**config.mk**
```make
export PLATFORM = sky130hd
export DESIGN_NAME = col_input_fifo
export DESIGN_NICKNAME = d
export VERILOG_FILES = /design/src/rtl/sa_pkg.sv /design/src/rtl/col_fifo_ram.sv /design/src/rtl/col_input_fifo.sv
export SDC_FILE = /design/constraint.sdc
export NUM_CORES = 2
export LEC_CHECK = 0
export ABC_AREA = 1
export ABC_CLOCK_PERIOD_IN_PS = 4300
export CAP_MARGIN = 20
export CELL_PAD_IN_SITES_DETAIL_PLACEMENT = 1
export CELL_PAD_IN_SITES_GLOBAL_PLACEMENT = 1
export CORE_ASPECT_RATIO = 0.7
export CORE_MARGIN = 2
export CORE_UTILIZATION = 40
export CTS_CLUSTER_DIAMETER = 200
export DETAILED_ROUTE_END_ITERATION = 8
export GPL_TIMING_DRIVEN = 0
export HOLD_SLACK_MARGIN = 0.15
export PLACE_DENSITY_LB_ADDON = 0.1
export SYNTH_ARGS = -nofsm -noshare
export SYNTH_HDL_FRONTEND = slang
export SYNTH_SLANG_ARGS = --single-unit
```
**constraint.sdc**
```tcl
create_clock -name i_clk -period 4.3 [get_ports i_clk]
set_clock_uncertainty 0.05 [all_clocks]
set_input_delay 0.645 -clock i_clk [delete_from_list [all_inputs] [get_ports i_clk]]
set_output_delay 0.645 -clock i_clk [all_outputs]
set_load 0.03 [all_outputs]
```
**src/rtl/sa_pkg.sv**
```systemverilog
// ---------------------------------------------------------------------------
// sa_pkg
// Systolic-array parameters shared by the column input FIFO and the column
// FIFO controller. Both blocks derive the frame threshold from the same
// function, so they always agree on how many words make up one frame.
//   SA_W_DATA : operand word width
//   SA_W_ADDR : FIFO address width (depth = 2**SA_W_ADDR)
//   SA_ROW    : rows per column
//   SA_COL    : columns served by one FIFO
// ---------------------------------------------------------------------------
package sa_pkg;

    localparam int SA_W_DATA = 8;
    localparam int SA_W_ADDR = 8;
    localparam int SA_ROW    = 9;
    localparam int SA_COL    = 1;

    // Number of words that make up one resident ROW x COL frame.
    function automatic int sa_frame(input int col, input int row);
        return col * row;
    endfunction

    localparam int SA_FRAME = sa_frame(SA_COL, SA_ROW);

endpackage

```
**src/rtl/col_fifo_ram.sv**
```systemverilog
// ---------------------------------------------------------------------------
// col_fifo_ram
// Simple dual-port RAM, (2**W_ADDR) x W_DATA, one write port and one
// registered read port with one cycle of latency. Written so that synthesis
// maps it onto block RAM; the read output register has a synchronous reset,
// which block RAM output registers support.
// Ports:
//   i_clk   : clock, rising edge
//   i_rst   : synchronous active-high reset of the read output register
//   i_we    : write enable
//   i_waddr : write address
//   i_wdata : write data
//   i_re    : read enable; o_rdata updates only when asserted
//   i_raddr : read address
//   o_rdata : registered read data, held between reads
// ---------------------------------------------------------------------------
module col_fifo_ram
    import sa_pkg::*;
#(
    parameter int W_DATA = SA_W_DATA,
    parameter int W_ADDR = SA_W_ADDR
) (
    input  logic              i_clk,
    input  logic              i_rst,
    input  logic              i_we,
    input  logic [W_ADDR-1:0] i_waddr,
    input  logic [W_DATA-1:0] i_wdata,
    input  logic              i_re,
    input  logic [W_ADDR-1:0] i_raddr,
    output logic [W_DATA-1:0] o_rdata
);

    localparam int DEPTH = 1 << W_ADDR;

    logic [W_DATA-1:0] mem [DEPTH];

    always_ff @(posedge i_clk) begin
        if (i_we) begin
            mem[i_waddr] <= i_wdata;
        end
    end

    // ---- read stage p1: registered read port ----
    always_ff @(posedge i_clk) begin
        if (i_rst) begin
            o_rdata <= '0;
        end else if (i_re) begin
            o_rdata <= mem[i_raddr];
        end
    end

endmodule

```
**src/rtl/col_input_fifo.sv**
```systemverilog
// ---------------------------------------------------------------------------
// col_input_fifo
// Buffered input FIFO for one systolic-array column. Accepts operand words
// over a valid/ready stream, stores them in a power-of-two deep RAM and
// reports a live occupancy count so the column controller can tell when a
// full ROW x COL frame is resident. A single-cycle read strobe returns the
// oldest word one cycle later.
// Ports:
//   i_clk         : clock, rising edge
//   i_rst         : synchronous active-high reset
//   i_clear       : synchronous flush (pointers, count, flags to 0)
//   i_wr_valid    : upstream word valid
//   o_wr_ready    : FIFO can accept a word this cycle (not full)
//   i_wr_data     : upstream word
//   i_rd_en       : read strobe from the column controller
//   o_rd_data     : registered read word, held until the next accepted read
//   o_rd_valid    : o_rd_data carries a freshly read word this cycle
//   o_empty       : occupancy == 0
//   o_full        : occupancy == DEPTH
//   o_occupants   : words currently stored, 0..DEPTH
//   o_frame_ready : occupancy >= FRAME
//   o_overflow    : sticky, write attempted while full
//   o_underflow   : sticky, read attempted while empty
// ---------------------------------------------------------------------------
module col_input_fifo
    import sa_pkg::*;
#(
    parameter int W_DATA = SA_W_DATA,
    parameter int W_ADDR = SA_W_ADDR,
    parameter int COL    = SA_COL,
    parameter int ROW    = SA_ROW
) (
    input  logic              i_clk,
    input  logic              i_rst,
    input  logic              i_clear,
    input  logic              i_wr_valid,
    output logic              o_wr_ready,
    input  logic [W_DATA-1:0] i_wr_data,
    input  logic              i_rd_en,
    output logic [W_DATA-1:0] o_rd_data,
    output logic              o_rd_valid,
    output logic              o_empty,
    output logic              o_full,
    output logic [W_ADDR:0]   o_occupants,
    output logic              o_frame_ready,
    output logic              o_overflow,
    output logic              o_underflow
);

    localparam int DEPTH = 1 << W_ADDR;
    localparam int FRAME = sa_frame(COL, ROW);

    localparam logic [W_ADDR:0]   DEPTH_CNT = (W_ADDR + 1)'(DEPTH);
    localparam logic [W_ADDR:0]   FRAME_CNT = (W_ADDR + 1)'(FRAME);
    localparam logic [W_ADDR:0]   CNT_ONE   = (W_ADDR + 1)'(1);
    localparam logic [W_ADDR-1:0] PTR_ONE   = W_ADDR'(1);

    // A frame that cannot fit in the buffer would never raise o_frame_ready.
    generate
        if (FRAME > DEPTH || FRAME < 1) begin : g_frame_chk
            $error("col_input_fifo: FRAME=COL*ROW must be in 1..2**W_ADDR");
        end
    endgenerate

    logic [W_ADDR-1:0] wr_ptr;
    logic [W_ADDR-1:0] rd_ptr;
    logic [W_ADDR:0]   occ_cnt;
    logic              vld_p1;
    logic              ovf_flag;
    logic              unf_flag;

    logic              full;
    logic              empty;
    logic              wr_fire;
    logic              rd_fire;
    logic              flush;

    // Full/empty come from the count register only, so o_wr_ready has no
    // combinational path from i_rd_en.
    assign full    = (occ_cnt == DEPTH_CNT);
    assign empty   = (occ_cnt == '0);
    assign wr_fire = i_wr_valid & ~full;
    assign rd_fire = i_rd_en & ~empty;
    assign flush   = i_rst | i_clear;

    // ---- stage p0: pointers, count, sticky flags ----
    always_ff @(posedge i_clk) begin
        if (flush) begin
            wr_ptr   <= '0;
            rd_ptr   <= '0;
            occ_cnt  <= '0;
            vld_p1   <= 1'b0;
            ovf_flag <= 1'b0;
            unf_flag <= 1'b0;
        end else begin
            if (wr_fire) begin
                wr_ptr <= wr_ptr + PTR_ONE;
            end
            if (rd_fire) begin
                rd_ptr <= rd_ptr + PTR_ONE;
            end
            // A write and a read in the same cycle leave the count unchanged.
            case ({wr_fire, rd_fire})
                2'b10:   occ_cnt <= occ_cnt + CNT_ONE;
                2'b01:   occ_cnt <= occ_cnt - CNT_ONE;
                default: occ_cnt <= occ_cnt;
            endcase
            vld_p1 <= rd_fire;
            if (i_wr_valid && full) begin
                ovf_flag <= 1'b1;
            end
            if (i_rd_en && empty) begin
                unf_flag <= 1'b1;
            end
        end
    end

    // Storage is gated by flush so a discarded transfer never touches the
    // RAM or the held read word. A read never targets the slot being written:
    // rd_ptr == wr_ptr only when empty (no read) or full (no write).
    col_fifo_ram #(
        .W_DATA (W_DATA),
        .W_ADDR (W_ADDR)
    ) u_ram (
        .i_clk   (i_clk),
        .i_rst   (i_rst),
        .i_we    (wr_fire & ~flush),
        .i_waddr (wr_ptr),
        .i_wdata (i_wr_data),
        .i_re    (rd_fire & ~flush),
        .i_raddr (rd_ptr),
        .o_rdata (o_rd_data)
    );

    // ---- stage p1: outputs ----
    assign o_wr_ready    = ~full;
    assign o_rd_valid    = vld_p1;
    assign o_empty       = empty;
    assign o_full        = full;
    assign o_occupants   = occ_cnt;
    assign o_frame_ready = (occ_cnt >= FRAME_CNT);
    assign o_overflow    = ovf_flag;
    assign o_underflow   = unf_flag;

endmodule
```
After elaboration in Yosys (flattened, before gate mapping)
Memory sizes are Yosys's and may differ from the RTL's. A register that Yosys moved wholly into a read port is not among the register bits. Index checks and enable logic that the tools add are counted.

Register bits: 28. Bits of input ports: 13. Bits in writable memories: 2048. Output and inout port bits: 24. Memories: 1. Logic and storage cells: 30.

Bitwise logic cells: 8. Add/subtract/negate cells: 4. Order comparisons: 1. Multiplexer cells: 3. Reduce and logical (&&, ||, !) cells: 4. Equal/unequal tests: 3.

Memory list: u_ram.mem (depth 256, width 8, read ports 1, clocked after memory_dff 1, write ports 1, RTL line col_fifo_ram.sv:35) `logic [W_DATA-1:0] mem [DEPTH];`.

Operators with widths (number): 9-bit one-hot mux with 2 select lines (1); 8-bit by 1-bit adder with 8-bit output, second input constant (2); 9-bit by 1-bit adder with 9-bit output, second input constant (1); 9-bit == test, second input constant (1); 9-bit by 4-bit greater-or-equal comparator with 1-bit output, second input constant (1); 9-bit logical NOT (1); 9-bit by 1-bit subtractor with 9-bit output, second input constant (1); 1-bit bitwise AND (4); 1-bit inverter (3); 2-bit by 1-bit == test with 1-bit output, second input constant (1); 2-bit == test, second input constant (1); 1-bit logical AND (2); 1-bit 2-to-1 mux (2); 2-bit nonzero test (1); 1-bit bitwise OR (1).

Longest topological paths before layout
Depth in word-level cells: 6. Gate-level depth with buffers: 20. Depth with buffers taken out: 19.

Modules after synthesis
From an unflattened synthesis, not the netlist that was laid out.

Cell total of the unflattened synthesis: 7301. Area total of the unflattened synthesis: 85333.1 µm².

By module, submodules not included: col_fifo_ram (times used 1, area an instance 83522.6 µm², sequential area each 61659.1 µm², cells each 7038); col_input_fifo (times used 1, area an instance 1810.5 µm², sequential area each 560.5 µm², cells each 263).

Worst setup path before layout
OpenSTA, ideal clock, no wires.

Path type: flip-flop to flip-flop. Start: reg occ_cnt[0], in the netlist o_occupants[0]. End: mem u_ram.mem[126][0] (netlist bit), enable pin. Path slack: 1.310 ns. Path buffers: 1. Cell stages (with the launch flop): 10. Data required time: 3.855 ns. Arrival time: 2.545 ns. Clock period less this slack: 2.990 ns. Library setup time: 0.395 ns. Path through: dfxtp_1 nor2_1 nand3_1 nor2_1 nand2_1 nand2_2 nor2_1 buf_2 nand2_1 nor4_1.

Word-level cells in the longest chain between the ends: 6.

Ends and longest elaborated chain: from (decl) (RTL line col_input_fifo.sv:67) `logic [W_ADDR:0] occ_cnt;`; from (signal assigned) (RTL line col_input_fifo.sv:104) `2'b10: occ_cnt <= occ_cnt + CNT_ONE;`; from (signal assigned) (RTL line col_input_fifo.sv:105) `2'b01: occ_cnt <= occ_cnt - CNT_ONE;`; from (signal assigned) (RTL line col_input_fifo.sv:106) `default: occ_cnt <= occ_cnt;`; 9-bit == test (RTL line col_input_fifo.sv:80) `assign full = (occ_cnt == DEPTH_CNT);`; 1-bit inverter; via o_wr_ready (RTL line col_input_fifo.sv:37) `output logic o_wr_ready,`; 1-bit bitwise AND (RTL line col_input_fifo.sv:82) `assign wr_fire = i_wr_valid & ~full;`; 1-bit bitwise AND (RTL line col_input_fifo.sv:127) `.i_we (wr_fire & ~flush),`; 1-bit 2-to-1 mux (RTL line col_fifo_ram.sv:38) `if (i_we) begin`; 1-bit 2-to-1 mux (implied by the code) (RTL line col_fifo_ram.sv:39) `mem[i_waddr] <= i_wdata;`; to (decl) (RTL line col_fifo_ram.sv:35).

The timed path passes the listed nets, and every way through them passes these cells.

Final worst setup path
Start: in i_rst. End: mem u_ram.mem[103][3] (netlist bit), enable pin.

Word-level cells in the longest chain between the ends: 5.

Ends and longest elaborated chain: from (decl) (RTL line col_input_fifo.sv:34) `input logic i_rst,`; 1-bit bitwise OR (RTL line col_input_fifo.sv:84) `assign flush = i_rst | i_clear;`; 1-bit inverter (RTL line col_input_fifo.sv:127); 1-bit bitwise AND (RTL line col_input_fifo.sv:127); 1-bit 2-to-1 mux (RTL line col_fifo_ram.sv:38); 1-bit 2-to-1 mux (implied by the code) (RTL line col_fifo_ram.sv:39).

No other way between the ends.

==> Flow_metrics.wiki <==
{| class="wikitable"
! Metric !! Value
|-
| CTS Sinks || between 2000 and 2500
|-
| Layout cells sized above 1 || roughly a tenth
|-
| Inserted Clock Buffers || roughly 210
|-
| First-pass GRT wire length || roughly 600000 um
|-
| PnR worst setup slack || -0.3257 ns
|-
| Final setup fails || 150
|-
| # DRC || 0
|-
| CTS H-Tree Depth || 4
|-
| Number of enable-type register cells in the synthesized netlist || a little over 2000
|-
| Crit-path leading delay family || buffers and inverters
|-
| Wirelength, routed || 465200 um
|-
| Wire length per cell after detailed routing || between 40 and 50 um
|-
| Violation count after the first detailed-routing iteration || 13260
|-
| Number of warnings printed during yosys synthesis || 0
|-
| Antenna-violating nets left || 0
|-
| Top cells by area in the synthesized netlist || sky130_fd_sc_hd__edfxtp_1, sky130_fd_sc_hd__nand2_1, sky130_fd_sc_hd__nor2_1
|-
| Detailed placer's ending HPWL || 342500 um
|-
| Number of max-cap violations || 0
|-
| Worst-case headroom to the max-slew limit || 9.848%
|-
| Violated checks || setup timing
|-
| Count of filler cells inserted in the layout || approximately 23000
|-
| Post-synth cell types || 33
|-
| Number of placed instances, taps included || about 11000
|-
| Static Leak || approximately 37 nW
|-
| Clock network latency to the later pin of the worst-skew pair || around 0.9 ns
|-
| Prevailing post-synth register cell || sky130_fd_sc_hd__edfxtp_1
|-
| Unrepaired setup endpoints after global routing || true
|-
| Via count normalized by instance count || 6.147
|-
| Post-placement cell area || approximately 0.094 mm2
|-
| Largest fanout on the critical path || 10
|-
| Via count of the first global-routing pass || 65470
|-
| Starting density of the core || around two fifths
|-
| Total grt overflow || 0
|-
| CTS tree || yes
|-
| Die span in x || between 500 and 600 um
|-
| Sequential share of the synthesized area || between 70% and 80%
|-
| Antenna violations before repair || 59
|-
| Total negative slack || -17.92 ns
|-
| Gate count after technology mapping || around 8000
|-
| Most Crowded Layer GR || met1
|-
| Final worst path period need || about 4.6 ns
|-
| Area of the mapped netlist || 0.08721 mm2
|-
| Required @ worst endpoint || 4.82 ns
|-
| Root Buffer || sky130_fd_sc_hd__clkbuf_16
|-
| 1st-pass router iterations || 6
|-
| Synth Net Count || 7990
|-
| Clock tree buffer depth || 4
|-
| Type of element launching the critical path || primary input
|-
| Type of the setup path with the least slack || primary input to flop
|-
| Global-route met2 utilization || about 53%
|-
| Cell type contributing the most total cell area after synthesis || sky130_fd_sc_hd__edfxtp_1
|-
| Critical Path Sink Type || flop
|-
| Power, Total || roughly 50 mW
|-
| Slew of the pin with the lowest slew margin || between 1 and 1.5 ns
|-
| Run status || finished with violations
|-
| Post-route clock period utilization || 107.6%
|-
| Min-delay src || i_wr_data[4]
|-
| VDD IR-drop max || ~0.37 mV
|-
| Site Rows || about 140
|-
| Post-synthesis sequential element count || around 2100
|-
| Power per cell area || 491.3 mW/mm2
|-
| Routability-driven placement congestion ratio || 1.037
|-
| Max-slew violation total from the final report || 0
|-
| Total global routing track utilization || between 40% and 50%
|-
| Summed area of non-filler cells in the final layout || between 0.1 and 0.15 mm2
|-
| Critical path's most frequent cell || sky130_fd_sc_hd__nor2_1
|-
| Final hold violations || 0
|-
| Die span in y || slightly below 400 um
|-
| CP Cell Sequence || clkdlybuf4s50_1, nor2_1, buf_4, clkinv_2, nor2_1, buf_2, nand3_1, clkbuf_1, nor2_1, buf_6
|-
| Final standard cell count with taps included and fillers excluded || 11550
|-
| Maximum number of pins on one net before global-route repair || ~140
|-
| Class of the tightest hold or removal check || primary input to flop
|-
| Met3 Use GR || between 10% and 20%
|-
| Post-layout nets || between 8000 and 9000
|-
| Average instance area after synthesis || 10.95 um2
|-
| Data arrival, critical path || 5.15 ns
|-
| Count of buffers from port buffering || 36
|-
| Total Die Area || about 0.22 mm2
|-
| Portion of synthesized cell area occupied by the leading cell type || a little over 70%
|-
| Clock-pin slew on the worst setup and hold paths || 0.06 ns
|-
| Via count || between 70000 and 80000
|-
| Crit path from || i_rst
|-
| Crit path max-delay cell type || sky130_fd_sc_hd__nor2_1
|-
| Maximum cell stage delay along the critical path || around 0.74 ns
|-
| Count of pins on the block boundary || 37
|-
| Ys async rst share || 0%
|-
| Top achievable clock speed || 216.2 MHz
|-
| GRT met1 Usage || 59.64%
|-
| Synthesis-to-layout area growth || 16.41%
|-
| Number of buffers and inverters on the critical path || 6
|-
| Area of the core || 0.2169 mm2
|-
| DP Worst Slack || -1.600 ns
|-
| Core occupancy in the finished layout || around 47%
|-
| Final hold slack || roughly 0.2 ns
|-
| Worst reg2reg startpoint || rd_ptr[0]
|}
==> path summary, 6_finish.rpt <==
kind                       end  slack [ns]  cells after the start
min          u_ram.mem[184][4]        0.20                      1
max reg2reg   u_ram.o_rdata[3]       -0.17                     15
max          u_ram.mem[103][3]       -0.33                     10
min reg2reg        o_underflow        0.41                      2
==> cell type report <==
cell class	instances	area (um2)	area share [%]
plain buffers	463	2317	2.282
diodes	25	62.56	0.06162
flip-flops and latches	2084	62220	61.28
repair buffers	288	3690	3.634
clock buffers	265	5618	5.533
inverters	517	1942	1.913
multi-input cells	4898	21060	20.74
well taps	2900	3628	3.574
clock inverters	111	992.2	0.9773
==> cells in the mapped netlist (all sizes together), types with 13 or more instances <==
cell    instances
edfxtp       2048
buf           284
o21ai         647
dfxtp          36
a21oi         128
nand3         612
nor3           14
ha             13
nand2        1995
o211ai        104
nor2         1351
clkbuf        180
inv           513
==> what timing repair did <==
item                       in CTS  in global routing
gates resized for setup        39                 34
hold buffers                    5                  0
setup endpoints to repair     741                171
pin swaps                       1                  0
hold endpoints to repair      103                  0
setup buffers                   1                  0
==> report_power, final <==
| part | internal (mW) | total, mW | switching [mW] |
|---|---|---|---|
| clock network | 10.2 | 18.7 | 8.46 |
| logic | 1.70 | 8.82 | 7.12 |
| registers | 22.3 | 22.4 | 0.0370 |
| total | 34.3 | 49.9 | 15.6 |
==> per-layer routing <==
metal / up-vias / share of wire [%]
li1: 28000 / -
met1: 36430 / 41
met2: 5572 / 38
met3: 976 / 16
met4: 32 / 5.2
met5: - / 0.048
==> cells in the final DEF, fill, tap and decap left out, types with 7 or more instances in the layout <==
cell type                         instances
sky130_fd_sc_hd__buf_8                   96
sky130_fd_sc_hd__or2_2                    7
sky130_fd_sc_hd__nor2_4                   8
sky130_fd_sc_hd__nor2_1                1268
sky130_fd_sc_hd__inv_1                  510
sky130_fd_sc_hd__buf_1                   49
sky130_fd_sc_hd__bufinv_16               17
sky130_fd_sc_hd__clkinv_2                43
sky130_fd_sc_hd__nand4_1                  7
sky130_fd_sc_hd__o21ai_1                 38
sky130_fd_sc_hd__nand3_1                611
sky130_fd_sc_hd__clkbuf_16              215
sky130_fd_sc_hd__nand2_1               1989
sky130_fd_sc_hd__o211ai_1               104
sky130_fd_sc_hd__clkbuf_1               206
sky130_fd_sc_hd__diode_2                 25
sky130_fd_sc_hd__buf_2                  156
sky130_fd_sc_hd__nor2_2                  75
sky130_fd_sc_hd__clkdlybuf4s50_1         28
sky130_fd_sc_hd__clkinv_1                45
sky130_fd_sc_hd__clkbuf_2                20
sky130_fd_sc_hd__dfxtp_1                 36
sky130_fd_sc_hd__o21ai_0                609
sky130_fd_sc_hd__edfxtp_1              2048
sky130_fd_sc_hd__ha_1                    13
sky130_fd_sc_hd__nor3_1                  11
sky130_fd_sc_hd__buf_6                   99
sky130_fd_sc_hd__a21oi_1                127
sky130_fd_sc_hd__buf_4                  115
sky130_fd_sc_hd__buf_16                  21
==> sequential cells by signal, summed over array words and instances, names as in the netlist <==
signal	cells
o_occupants	9
o_overflow	1
o_rd_valid	1
o_underflow	1
rd_ptr	8
u_ram.mem	2048
u_ram.o_rdata	8
wr_ptr	8
==> kinds of logic after synthesis <==
kind of cell / after synthesis / share of synthesized area (%)
XOR/XNOR: 6 / 0.06025
flip-flops: 2084 / 71.34
AO/OA/AOI/OAI: 887 / 5.409
adder cells (fa/ha/maj): 14 / 0.2095
AND/OR/NAND/NOR: 3991 / 18.13
buffers and inverters: 981 / 4.848
Note: power is estimated with default switching activity, not from simulation.
